[src/rtl/ddr_train_pkg.sv]
// Shared types and default constants for the DDR training lane controllers.
package ddr_train_pkg;

  localparam int DEFAULT_NUM_TAPS      = 128;
  localparam int DEFAULT_TAP_W         = 7;
  localparam int DEFAULT_SETTLE_CYCLES = 8;
  localparam int DEFAULT_SAMPLE_COUNT  = 4;

  typedef enum logic [3:0] {
    S_IDLE,
    S_LOAD,
    S_CLEAR,
    S_SETTLE,
    S_SAMPLE,
    S_EVAL,
    S_STEP,
    S_PASS,
    S_ERR
  } dqsw_state_t;

  typedef enum logic [1:0] {
    TAP_LO,
    TAP_HI,
    TAP_MIX
  } tap_class_t;

  // A noisy window is never trusted as either side of the edge.
  function automatic tap_class_t classify_tap(input logic all_hi,
                                              input logic all_lo,
                                              input logic noisy);
    if (noisy)  return TAP_MIX;
    if (all_lo) return TAP_LO;
    if (all_hi) return TAP_HI;
    return TAP_MIX;
  endfunction

endpackage

[src/rtl/dqsw_tap_sampler.sv]
// Accumulates one SAMPLE window: all-high, all-low and noisy verdicts over SAMPLE_COUNT cycles.
module dqsw_tap_sampler
  import ddr_train_pkg::*;
#(
  parameter int SAMPLE_COUNT = DEFAULT_SAMPLE_COUNT
) (
  input  logic       clk,
  input  logic       rst,
  input  logic       start_window,
  input  logic [1:0] rx_data,
  input  logic       early,
  input  logic       late,
  output logic       all_hi,
  output logic       all_lo,
  output logic       noisy,
  output logic       window_done
);

  localparam int CNT_W = $clog2(SAMPLE_COUNT + 1);

  logic [CNT_W-1:0] count;
  logic             active;

  // start_window marks the first sample cycle; window_done rises the cycle after the last one.
  always_ff @(posedge clk or posedge rst) begin
    if (rst) begin
      all_hi      <= 1'b0;
      all_lo      <= 1'b0;
      noisy       <= 1'b0;
      window_done <= 1'b0;
      active      <= 1'b0;
      count       <= '0;
    end else if (start_window) begin
      // NOTE: non-blocking (<=) so every accumulator update reads pre-clock values.
      all_hi      <= (rx_data == 2'b11);
      all_lo      <= (rx_data == 2'b00);
      noisy       <= early & late;
      count       <= CNT_W'(1);
      active      <= (SAMPLE_COUNT > 1);
      window_done <= (SAMPLE_COUNT == 1);
    end else begin
      window_done <= 1'b0;
      if (active) begin
        all_hi <= all_hi & (rx_data == 2'b11);
        all_lo <= all_lo & (rx_data == 2'b00);
        noisy  <= noisy | (early & late);
        count  <= count + CNT_W'(1);
        if (count == CNT_W'(SAMPLE_COUNT - 1)) begin
          active      <= 1'b0;
          window_done <= 1'b1;
        end
      end
    end
  end

endmodule

[src/rtl/dqsw_training_ctrl.sv]
// DQSW write-leveling sweep: steps the delay line tap by tap until the first clean low->high edge.
module dqsw_training_ctrl
  import ddr_train_pkg::*;
#(
  parameter int NUM_TAPS      = DEFAULT_NUM_TAPS,
  parameter int TAP_W         = DEFAULT_TAP_W,
  parameter int SETTLE_CYCLES = DEFAULT_SETTLE_CYCLES,
  parameter int SAMPLE_COUNT  = DEFAULT_SAMPLE_COUNT
) (
  input  logic             FAB_CLK,
  input  logic             ARST,
  input  logic             START,
  output logic             BUSY,
  output logic             DONE,
  output logic             FAIL,
  output logic [TAP_W-1:0] TAP_RESULT,
  output logic             DELAY_LINE_LOAD,
  output logic             DELAY_LINE_MOVE,
  output logic             DELAY_LINE_DIRECTION,
  input  logic             DELAY_LINE_OUT_OF_RANGE,
  output logic             EYE_MONITOR_CLEAR_FLAGS,
  input  logic             EYE_MONITOR_EARLY,
  input  logic             EYE_MONITOR_LATE,
  input  logic [1:0]       RX_DATA
);

  localparam int CNT_MAX = (SETTLE_CYCLES > SAMPLE_COUNT) ? SETTLE_CYCLES : SAMPLE_COUNT;
  localparam int CNT_W   = $clog2(CNT_MAX + 1);

  dqsw_state_t      state;
  logic [TAP_W-1:0] tap;
  logic [CNT_W-1:0] cnt;
  logic             seen_lo;
  logic             window_start;
  logic             all_hi;
  logic             all_lo;
  logic             noisy;
  logic             window_done;
  tap_class_t       tap_class;

  dqsw_tap_sampler #(
    .SAMPLE_COUNT (SAMPLE_COUNT)
  ) u_sampler (
    .clk          (FAB_CLK),
    .rst          (ARST),
    .start_window (window_start),
    .rx_data      (RX_DATA),
    .early        (EYE_MONITOR_EARLY),
    .late         (EYE_MONITOR_LATE),
    .all_hi       (all_hi),
    .all_lo       (all_lo),
    .noisy        (noisy),
    .window_done  (window_done)
  );

  assign tap_class = classify_tap(all_hi, all_lo, noisy);

  always_ff @(posedge FAB_CLK or posedge ARST) begin
    if (ARST) begin
      state                   <= S_IDLE;
      tap                     <= '0;
      cnt                     <= '0;
      seen_lo                 <= 1'b0;
      window_start            <= 1'b0;
      BUSY                    <= 1'b0;
      DONE                    <= 1'b0;
      FAIL                    <= 1'b0;
      TAP_RESULT              <= '0;
      DELAY_LINE_LOAD         <= 1'b0;
      DELAY_LINE_MOVE         <= 1'b0;
      DELAY_LINE_DIRECTION    <= 1'b0;
      EYE_MONITOR_CLEAR_FLAGS <= 1'b0;
    end else begin
      // NOTE: every pulse defaults low here, so each one lasts exactly the cycle it is set for.
      window_start            <= 1'b0;
      DONE                    <= 1'b0;
      FAIL                    <= 1'b0;
      DELAY_LINE_LOAD         <= 1'b0;
      DELAY_LINE_MOVE         <= 1'b0;
      EYE_MONITOR_CLEAR_FLAGS <= 1'b0;

      case (state)
        S_IDLE: begin
          if (START) begin
            state                <= S_LOAD;
            BUSY                 <= 1'b1;
            DELAY_LINE_DIRECTION <= 1'b1;
            TAP_RESULT           <= '0;
            DELAY_LINE_LOAD      <= 1'b1;
          end
        end

        S_LOAD: begin
          tap                     <= '0;
          seen_lo                 <= 1'b0;
          EYE_MONITOR_CLEAR_FLAGS <= 1'b1;
          state                   <= S_CLEAR;
        end

        S_CLEAR: begin
          cnt   <= '0;
          state <= S_SETTLE;
        end

        S_SETTLE: begin
          if (cnt == CNT_W'(SETTLE_CYCLES - 1)) begin
            cnt          <= '0;
            window_start <= 1'b1;
            state        <= S_SAMPLE;
          end else begin
            cnt <= cnt + CNT_W'(1);
          end
        end

        S_SAMPLE: begin
          if (cnt == CNT_W'(SAMPLE_COUNT - 1)) state <= S_EVAL;
          else                                 cnt   <= cnt + CNT_W'(1);
        end

        S_EVAL: begin
          if (window_done) begin
            if (tap_class == TAP_LO) seen_lo <= 1'b1;
            if (tap_class == TAP_HI && seen_lo) begin
              TAP_RESULT           <= tap;
              DONE                 <= 1'b1;
              BUSY                 <= 1'b0;
              DELAY_LINE_DIRECTION <= 1'b0;
              state                <= S_PASS;
            end else if (tap == TAP_W'(NUM_TAPS - 1)) begin
              TAP_RESULT           <= tap;
              FAIL                 <= 1'b1;
              BUSY                 <= 1'b0;
              DELAY_LINE_DIRECTION <= 1'b0;
              state                <= S_ERR;
            end else begin
              // Out-of-range is decided here so MOVE is a registered pulse in STEP.
              DELAY_LINE_MOVE <= ~DELAY_LINE_OUT_OF_RANGE;
              state           <= S_STEP;
            end
          end
        end

        S_STEP: begin
          if (DELAY_LINE_MOVE) begin
            tap                     <= tap + TAP_W'(1);
            EYE_MONITOR_CLEAR_FLAGS <= 1'b1;
            state                   <= S_CLEAR;
          end else begin
            TAP_RESULT           <= tap;
            FAIL                 <= 1'b1;
            BUSY                 <= 1'b0;
            DELAY_LINE_DIRECTION <= 1'b0;
            state                <= S_ERR;
          end
        end

        S_PASS:  state <= S_IDLE;
        S_ERR:   state <= S_IDLE;
        default: state <= S_IDLE;
      endcase
    end
  end

endmodule

[config.mk]
export PLATFORM = sky130hd
export DESIGN_NAME = dqsw_training_ctrl
export DESIGN_NICKNAME = d
export VERILOG_FILES = /design/src/rtl/ddr_train_pkg.sv /design/src/rtl/dqsw_tap_sampler.sv /design/src/rtl/dqsw_training_ctrl.sv
export SDC_FILE = /design/constraint.sdc
export NUM_CORES = 1
export LEC_CHECK = 0
export CORE_UTILIZATION = 59
export DETAILED_ROUTE_END_ITERATION = 10
export HOLD_SLACK_MARGIN = 0.05
export PLACE_DENSITY = 0.93
export SYNTH_ARGS = -nofsm -noshare
export SYNTH_HDL_FRONTEND = slang
export SYNTH_HIERARCHICAL = 1
export SYNTH_SLANG_ARGS = --single-unit
export TNS_END_PERCENT = 30
[constraint.sdc]
create_clock -name FAB_CLK -period 3.52 [get_ports FAB_CLK]
set_input_delay 0.528 -clock FAB_CLK [delete_from_list [all_inputs] [get_ports FAB_CLK]]
set_output_delay 0.528 -clock FAB_CLK [all_outputs]
set_load 0.05 [all_outputs]
# After elaboration in Yosys (flattened, before gate mapping)
# Cells that the tools add are included.
[word_totals]
out_inout_bits = 14
reg_bits = 38
input_bits = 8
wordCells = 133
[classes]
add_sub_neg = 3
n_eq_ne = 21
mux = 72
bitwise_logic = 5
n_reduce_logical = 14
[ops]
columns = ["operator", "n"]
rows = [
  ["$mux W7", 6],
  ["$mux W1", 41],
  ["$mux W4", 9],
  ["$pmux W4 S7", 1],
  ["$pmux W7 S3", 1],
  ["$eq A4 B3 Y1 const B", 4],
  ["$ne A2 B2 Y1 const B", 7],
  ["$pmux W7 S2", 1],
  ["$eq A4 B2 Y1 const B", 3],
  ["$mux W2", 6],
  ["$pmux W4 S3", 1],
  ["$add A7 B1 Y7 const B", 1],
  ["$eq A7 B7 Y1 const B", 1],
  ["$mux W3", 2],
  ["$pmux W1 S2", 3],
  ["$reduce_bool A2 Y1", 3],
  ["$reduce_bool A3 Y1", 2],
  ["$reduce_and A5 Y1", 1],
  ["$add A4 B1 Y4 const B", 1],
  ["$eq A4 B1 Y1 const B", 1],
  ["$logic_not A2 Y1", 2],
  ["$logic_not A4 Y1", 1],
  ["$reduce_and A2 Y1", 2],
  ["$reduce_and A4 Y1", 1],
  ["other kinds (12)", 14],
]

# Depth between registers and ports, before layout
# Gate-level depths: netlist (run 1).
[depth]
word_depth = 12
depth_mapped = 6
depth_no_buf = 5

# Modules after synthesis
# The synthesis (run 1) kept the hierarchy.
[modules_own_cells]
columns = ["mod", "instances", "cells_per_inst", "seq_area_each_um2", "area_per_inst_um2"]
rows = [
  ["dqsw_training_ctrl", 1, 160, 750.7, 1552.7],
  ["dqsw_tap_sampler", 1, 32, 200.2, 389.1],
]

# Worst setup path after synthesis (run 1)
# No wires, ideal clock.
[synth_path]
path_type = "input to register"
startpoint = "input port START"
endpoint = "register DELAY_LINE_DIRECTION"
arrival_ns = 1.847
setup_slack_ns = 1.593
path_buffers = 1
cell_stages = 5
required_ns = 3.440
setup_ns = 0.080
cell_sequence = "or3_2 > a211oi_1 > a221o_1 > buf_4 > mux2i_1"
[synth_between]
elab_chain_cells = 2
[synth_lines]
columns = ["item", "line_no", "rtl"]
rows = [
  ["from (decl)", "dqsw_training_ctrl.sv:12", "input logic START,"],
  ["$ne A2 B2 Y1 (no source line)", "n/a", ""],
  ["$reduce_and A5 Y1 (no source line)", "n/a", ""],
  ["to (signal assigned)", "dqsw_training_ctrl.sv:71", "DELAY_LINE_DIRECTION <= 1'b0;"],
  ["to (signal assigned)", "dqsw_training_ctrl.sv:87", "DELAY_LINE_DIRECTION <= 1'b1;"],
  ["to (signal assigned)", "dqsw_training_ctrl.sv:127", "DELAY_LINE_DIRECTION <= 1'b0;"],
  ["to (decl)", "dqsw_training_ctrl.sv:19", "output logic DELAY_LINE_DIRECTION,"],
]
# Every way passes these cells.
# A chain may end at the register's enable or synchronous reset.

# Worst setup path in the final report (run 1)
[layout_path]
startpoint = "register state[2]"
endpoint = "register TAP_RESULT[5]"
[layout_between]
elab_chain_cells = 3
word_cells_on_any_way = 10
classes_between = "eq/ne (6); mux (1); reduce/logical (3)"
[layout_lines]
columns = ["item", "line_no", "rtl"]
rows = [
  ["from (decl)", "dqsw_training_ctrl.sv:30", "dqsw_state_t state;"],
  ["from (signal assigned)", "dqsw_training_ctrl.sv:60", "state <= S_IDLE;"],
  ["from (signal assigned)", "dqsw_training_ctrl.sv:85", "state <= S_LOAD;"],
  ["from (signal assigned)", "dqsw_training_ctrl.sv:97", "state <= S_CLEAR;"],
  ["$eq A4 B3 Y1 / $logic_not A4 Y1 (equally long branches)", "dqsw_training_ctrl.sv:82", "case (state)"],
  ["$ne A3 B3 Y1 (no source line), or another cell as far along", "n/a", ""],
  ["$reduce_and A5 Y1 (no source line)", "n/a", ""],
  ["to (signal assigned)", "dqsw_training_ctrl.sv:124", "TAP_RESULT <= tap;"],
  ["to (signal assigned)", "dqsw_training_ctrl.sv:130", "TAP_RESULT <= tap;"],
  ["to (signal assigned)", "dqsw_training_ctrl.sv:149", "TAP_RESULT <= tap;"],
  ["to (decl)", "dqsw_training_ctrl.sv:16", "output logic [TAP_W-1:0] TAP_RESULT,"],
]
# Several ways; a longest one is shown, not always the timed one.

==> results of run 1 <==
==> flip-flops by register name, indices dropped and copies added (netlist names) <==
register and cells:
TAP_RESULT 7, tap 7, cnt 4, state 4, u_sampler/count 3, DELAY_LINE_DIRECTION 1, DELAY_LINE_LOAD 1, DELAY_LINE_MOVE 1
DONE 1, EYE_MONITOR_CLEAR_FLAGS 1, FAIL 1, seen_lo 1, u_sampler/active 1, u_sampler/all_hi 1, u_sampler/all_lo 1, u_sampler/noisy 1
u_sampler/window_done 1, window_start 1
==> layer usage <==
layer  vias to the layer above  wire length (µm)  GRT usage (%)
li1                        718                 -              -
met1                       671              1450           28.1
met2                        29              1610           37.4
met3                        12               100           4.37
met4                         0                95           11.9
met5                         -                 0              0
==> metrics by stage <==
| stage | cell area, µm² | hold WS, ps |
|---|---|---|
| detailed placement | 2150 | 494 |
| global placement | 2150 | 499 |
| CTS | 2210 | 441 |
| finish | 2210 | 438 |
| floorplan | 1940 | 344 |
| global route | 2210 | 478 |
==> worst max-delay path by stage <==
stage | end | startpoint | cells after the start
2_1_floorplan | DELAY_LINE_DIRECTION | START | 5
3_3_place_gp | TAP_RESULT[0] | START | 5
3_5_place_dp | TAP_RESULT[5] | START | 5
4_1_cts | TAP_RESULT[5] | state[2] | 4
5_1_grt | TAP_RESULT[5] | state[2] | 4
6_report | TAP_RESULT[5] | state[2] | 4
==> power groups by stage <==
| stage | logic, W | clock network, W | registers (W) |
|---|---|---|---|
| floorplan | 0.00000679 | 0 | 0.000445 |
| global placement | 0.0000176 | 0 | 0.000445 |
| detailed placement | 0.0000183 | 0 | 0.000445 |
| CTS | 0.0000183 | 0.000246 | 0.000436 |
| global route | 0.0000202 | 0.000262 | 0.000437 |
| finish | 0.0000172 | 0.000240 | 0.000436 |
==> area by class of cell <==
type / instances / area share [%]
clock buffers: 6 / 2.32
clock inverters: 2 / 0.566
repair buffers: 21 / 9.51
flip-flops and latches: 38 / 43.0
well taps: 44 / 2.49
inverters: 19 / 3.23
multi-input cells: 127 / 38.9
==> logic make-up after synthesis <==
kind of cell | share of synthesized area (%)
xor gates and xnor gates | 1.35
adders and majority gates | 2.58
DFF | 49.0
and+or+nand+nor | 20.6
buffers and inverters | 6.77
muxes | 4.64
AOI/OAI and AO/OA | 15.1
==> worst max-delay path: cells and delay by family (launching register included) <==
| kind | cells | cell delay [ps] |
|---|---|---|
| AOI/OAI and AO/OA | 2 | 1010 |
| muxes | 1 | 250 |
| DFF | 1 | 550 |
| and+or+nand+nor | 1 | 500 |
==> synth_stat cells, drive strengths merged, types with 2 or more instances <==
master,n,area share [%]
a21oi,8,2.1
dfrtp,38,49
buf,5,2.5
a211oi,2,1.0
nand3,6,1.5
o22ai,4,1.9
a31oi,4,1.3
and3,3,0.97
or3,4,1.4
nand2b,3,0.97
o32ai,2,0.90
nand2,18,3.5
a21o,2,0.84
o31ai,2,0.77
or4,2,0.77
nor3,5,1.3
nor3b,2,0.77
mux2i,9,4.6
or4bb,2,1.2
clkbuf,3,0.58
nor2,16,3.4
inv,19,3.7
ha,4,2.6
nand4bb,2,1.2
o211ai,2,1.0
xor2,2,0.90
o21ai,7,1.8
==> cell usage in the layout, fill, tap and decap left out, drive strengths merged, types with 2 or more instances in the layout <==
cell type and instances:
a31oi 4, ha 4, clkbuf 6, or4bb 2, a21o 2, o22ai 4, or3 4, nor3b 2
mux2i 9, xor2 2, clkdlybuf4s50 21, o211ai 2, and3 3, nor3 5, inv 19, nand3 6
dfrtp 38, o31ai 2, or4 2, nand2b 3, nand2 18, nor2 16, o21ai 7, nand4bb 2
o32ai 2, a211oi 2, a21oi 8
==> run summary, run 1 <==
outcome - finished clean
Cell Pwr Density - 314 mW/mm²
final worst slack - 1130 ps
CP max stage delay - 550 ps
ys async rst share - 100%
Critical R2R Launch - state[2]
Seq/Total Area, Yosys - 49.0%
Hold Crit Class - in2async
first-pass GRT wire length - 5.84 mm
Port-buffer cells - 21
ys flop type - dfrtp_1
Tot Pwr - 0.000694 W
final setup vio count - 0
Synth cell types - 51
kind of end point of the critical path - flop
slew margin rel. - 25.4%
EDFF count, synth - 0
die width - 59.4 µm
multi-input logic area - 860 µm²
Nets - 224
Max VDD drop - 0.269 mV
Total GRT Usage - 22.6%
initial antenna violation count - 0
Comb power frac - 2.5%
slowest CP cell - dfrtp_1
Sequential Power Share - 62.9%
DR iter-0 viols - 44
Reg-to-Reg End - TAP_RESULT[5]
drt via density - 5.56
Hold Fails Final Rpt - 0
CTS tree - built
switching power total - 0.000154 W
Worst Path Required - 3800 ps
DP Wirelength - 2.28 mm
cell-internal power - 0.000540 W
total gr overflow - 0
Die Y - 59.4 µm
Initial DRT Pass Iterations - 4
Worst-Margin Slew - 1120 ps
Hold Buf Count CTS - 0
Setup CP Type - reg2reg
Routed Antenna Nets - 0
DP Cell Count - 249
pin count of the biggest net entering global routing - 31
area grow syn2layout - 13.9%
clk sink count - 38
upper clock frequency limit - 419 MHz
Post-Syn Instances - 192
clock group share of total power - 34.6%
Max FO, Critical Path - 16
mean post-synth cell area - 10.1 µm²
die area - 0.00352 mm²
Root Driver - clkbuf_4
Worst Reg-to-Reg Cells - 4
FF-to-FF setup slack - 1130 ps
PostCTS Resize Cnt - 0
Reg clk slew, reported paths - 120 ps
Tmin final - 2390 ps
Post-Syn Area - 0.00194 mm²
Pins Over Slew Limit - 0
drt drc - 0
share of post-route cells with drive strength above 1 - 8.92%
DP Worst Slack - 824 ps
Final TNS setup - 0 ps
initial core utilization - 63.1%
CP arrival - 2660 ps
Synth Register Bits - 38
average wire per cell in the routed design - 12.6 µm
Core Region - 0.00308 mm²
gpl congestion - 0.870
switching part of the total power - 22.2%
non-filler instance count after layout - 257
Setup Fix Bufs, Post-CTS - 0
RSZ-0062 raised after global routing - no
Layout Skew - 12.1 ps
register area - 951 µm²
Fillers - 234
vias in the first global route - 1359
CTS Buf Count - 5
final wirelength - 3.25 mm
Final period util - 67.8%
Inserted Diodes - 0
Post-Route Utilization - 71.8%
YS warnings - 6
clock buffer depth - 2
Syn Nets - 204
Vias - 1430
H-tree levels - 2
crit start category - flop
IO Pins - 22
clk_lat worst skew - 350 ps
Pleak - 1.06 nW
max cap viols - 0
critical path, cell by cell - or3_2, a211oi_1, a221o_1, mux2i_1
row count - 20
Note: power is estimated with default switching activity, not from simulation.
==> inputs of run 2 (changes only) <==
--- a/config.mk
+++ b/config.mk
@@ -5,10 +5,10 @@
 export SDC_FILE = /design/constraint.sdc
 export NUM_CORES = 1
 export LEC_CHECK = 0
-export CORE_UTILIZATION = 59
+export CORE_UTILIZATION = 55
 export DETAILED_ROUTE_END_ITERATION = 10
 export HOLD_SLACK_MARGIN = 0.05
-export PLACE_DENSITY = 0.93
+export PLACE_DENSITY = 0.88
 export SYNTH_ARGS = -nofsm -noshare
 export SYNTH_HDL_FRONTEND = slang
 export SYNTH_HIERARCHICAL = 1
==> constraint.sdc (replaced) <==
create_clock -name FAB_CLK -period 2.35 [get_ports FAB_CLK]
set_input_delay 0.3525 -clock FAB_CLK [delete_from_list [all_inputs] [get_ports FAB_CLK]]
set_output_delay 0.3525 -clock FAB_CLK [all_outputs]
set_load 0.05 [all_outputs]
==> run summary, run 2 (synthesis gave the netlist of run 1 again) <==
outcome - finished clean
switching part of the total power - 22.0% (-0.16 points)
drt via density - 5.60 (+0.63%)
PostCTS Resize Cnt - 0 (unchanged)
final setup vio count - 0 (unchanged)
Pleak - 1.08 nW (+1.4%)
Pins Over Slew Limit - 0 (unchanged)
CP max stage delay - 860 ps (+310 ps)
average wire per cell in the routed design - 13.3 µm (+4.9%)
Reg clk slew, reported paths - 110 ps (about the same)
clk sink count - 38 (unchanged)
die area - 0.00377 mm² (+7.0%)
vias in the first global route - 1296 (-4.6%)
Hold Crit Class - in2async
slowest CP cell - clkdlybuf4s50_1
gpl congestion - 0.855 (-1.7%)
non-filler instance count after layout - 262 (+1.9%)
biggest regs - TAP_RESULT x7, tap x7
pin count of the biggest net entering global routing - 31 (unchanged)
initial core utilization - 57.7% (-5.4 points)
Port-buffer cells - 21 (unchanged)
Root Driver - clkbuf_4
DR iter-0 viols - 46 (+4.5%)
commonest non-fill, non-tap cell in the layout - dfrtp_1
slew margin rel. - 52.5% (+27 points)
CTS tree - built
DP Worst Slack - 183 ps (-641 ps)
DP Cell Count - 255 (+2.4%)
Sequential Power Share - 65.9% (+3.0 points)
Max FO, Critical Path - 8 (-8)
upper clock frequency limit - 482 MHz
Total GRT Usage - 22.1% (-0.53 points)
max cap viols - 0 (unchanged)
Hold Buf Count CTS - 0 (unchanged)
Layout Skew - 10.4 ps (-1.68 ps)
Tmin final - 2080 ps
Comb power frac - 2.7% (+0.2 points)
kind of end point of the critical path - output port
Final period util - 88.4%
total gr overflow - 0 (unchanged)
cell-internal power - 0.000773 W (+43%)
area grow syn2layout - 14.7%
share of post-route cells with drive strength above 1 - 10.2% (+1.3 points)
CTS Buf Count - 5 (unchanged)
RSZ-0062 raised after global routing - no
clock group share of total power - 31.4% (-3.2 points)
H-tree levels - 2 (unchanged)
first-pass GRT wire length - 5.89 mm (+0.70%)
drt drc - 0 (unchanged)
CP bufs+invs - 1 (+1)
IO Pins - 22 (unchanged)
Worst Path Required - 2000 ps (-1800 ps)
crit-path leading delay family - buffers and inverters
Routed Antenna Nets - 0 (unchanged)
Core Region - 0.00336 mm² (+9.3%)
most frequent cells in the layout - dfrtp_1, clkdlybuf4s50_1, inv_1
CP arrival - 1720 ps (-940 ps)
clock buffer depth - 2 (unchanged)
Cell Pwr Density - 445 mW/mm² (+42%)
die width - 61.4 µm (+3.5%)
Max VDD drop - 0.259 mV (-4.0%)
critical path, cell by cell - clkdlybuf4s50_1
row count - 21 (+5.0%)
crit start category - flop
Initial DRT Pass Iterations - 4 (unchanged)
switching power total - 0.000218 W (+42%)
Setup Fix Bufs, Post-CTS - 0 (unchanged)
DP Wirelength - 2.42 mm (+6.0%)
clk_lat worst skew - 350 ps (about the same)
final worst slack - 274 ps (-860 ps)
Die Y - 61.4 µm (+3.5%)
initial antenna violation count - 0 (unchanged)
Vias - 1467 (+2.6%)
Final TNS setup - 0 ps (unchanged)
Setup CP Type - reg2out
Worst-Margin Slew - 708 ps (-410 ps)
Nets - 228 (+1.8%)
final wirelength - 3.47 mm (+6.9%)
Inserted Diodes - 0 (unchanged)
Hold Fails Final Rpt - 0 (unchanged)
[run 2: cell count changes in the layout (fill, tap and decap cells not counted), sizes merged]
| cell | delta |
|---|---|
| buf | +4 |
| clkinv | +1 |
| clkbuf | -1 |
| clkinvlp | -1 |
[run 2: metal layers]
layer	vias to the layer above	track usage (%)	share of wire, %
met5	-	0	0
met1	701	29.8	47
met3	7	6.30	3.7
met4	0	8.89	1.7
li1	725	-	-
met2	34	34.0	47
[run 2: cell type report]
class	count	area, µm²
flip-flops and latches	38	951
repair buffers	25	240
fillers	292	1140
multi-input cells	127	860
well taps	46	57.6
clock inverters	2	10.0
clock buffers	5	37.5
inverters	19	71.3
[run 2: path summary, 6_finish.rpt]
path | startpoint | to | slack [ps] | cells after the start
worst max register to register | state[2] | TAP_RESULT[0] | 280 | 5
worst min-delay path | ARST | u_sampler/count[0] | 270 | 2
min in group FAB_CLK | u_sampler/noisy | seen_lo | 500 | 1
worst max-delay path | DELAY_LINE_MOVE | DELAY_LINE_MOVE | 270 | 1
worst min register to register | u_sampler/noisy | seen_lo | 500 | 1
max in group asynchronous | ARST | state[1] | 1660 | 3
[run 2: stage by stage]
stage / instance area, µm² / hold slack [ps] / utilization [%] / total power (W)
final: 2230 / 272 / 66.2 / 0.000991
after global routing: 2230 / 297 / 66.2 / 0.00103
after CTS: 2230 / 266 / 66.2 / 0.00100
after detailed placement: 2180 / 495 / 64.8 / 0.000695
after global placement: 2180 / 485 / 64.8 / 0.000694
after floorplan: 1940 / 168 / - / 0.000676
[run 2: power by group through the flow]
stage	Clock (W)	Combinational, W	Sequential [W]
floorplan	0	0.0000102	0.000666
CTS	0.000322	0.0000284	0.000653
global placement	0	0.0000279	0.000666
detailed placement	0	0.0000284	0.000666
global route	0.000344	0.0000313	0.000654
finish	0.000311	0.0000271	0.000653
[run 2: worst reg2reg max path: cells and delay by family (launching register included)]
family                 cells  cell delay (ps)
flip-flops                 1              640
AO/OA/AOI/OAI              1              310
buffers and inverters      1              180
AND/OR/NAND/NOR            2              680
multiplexers               1              190
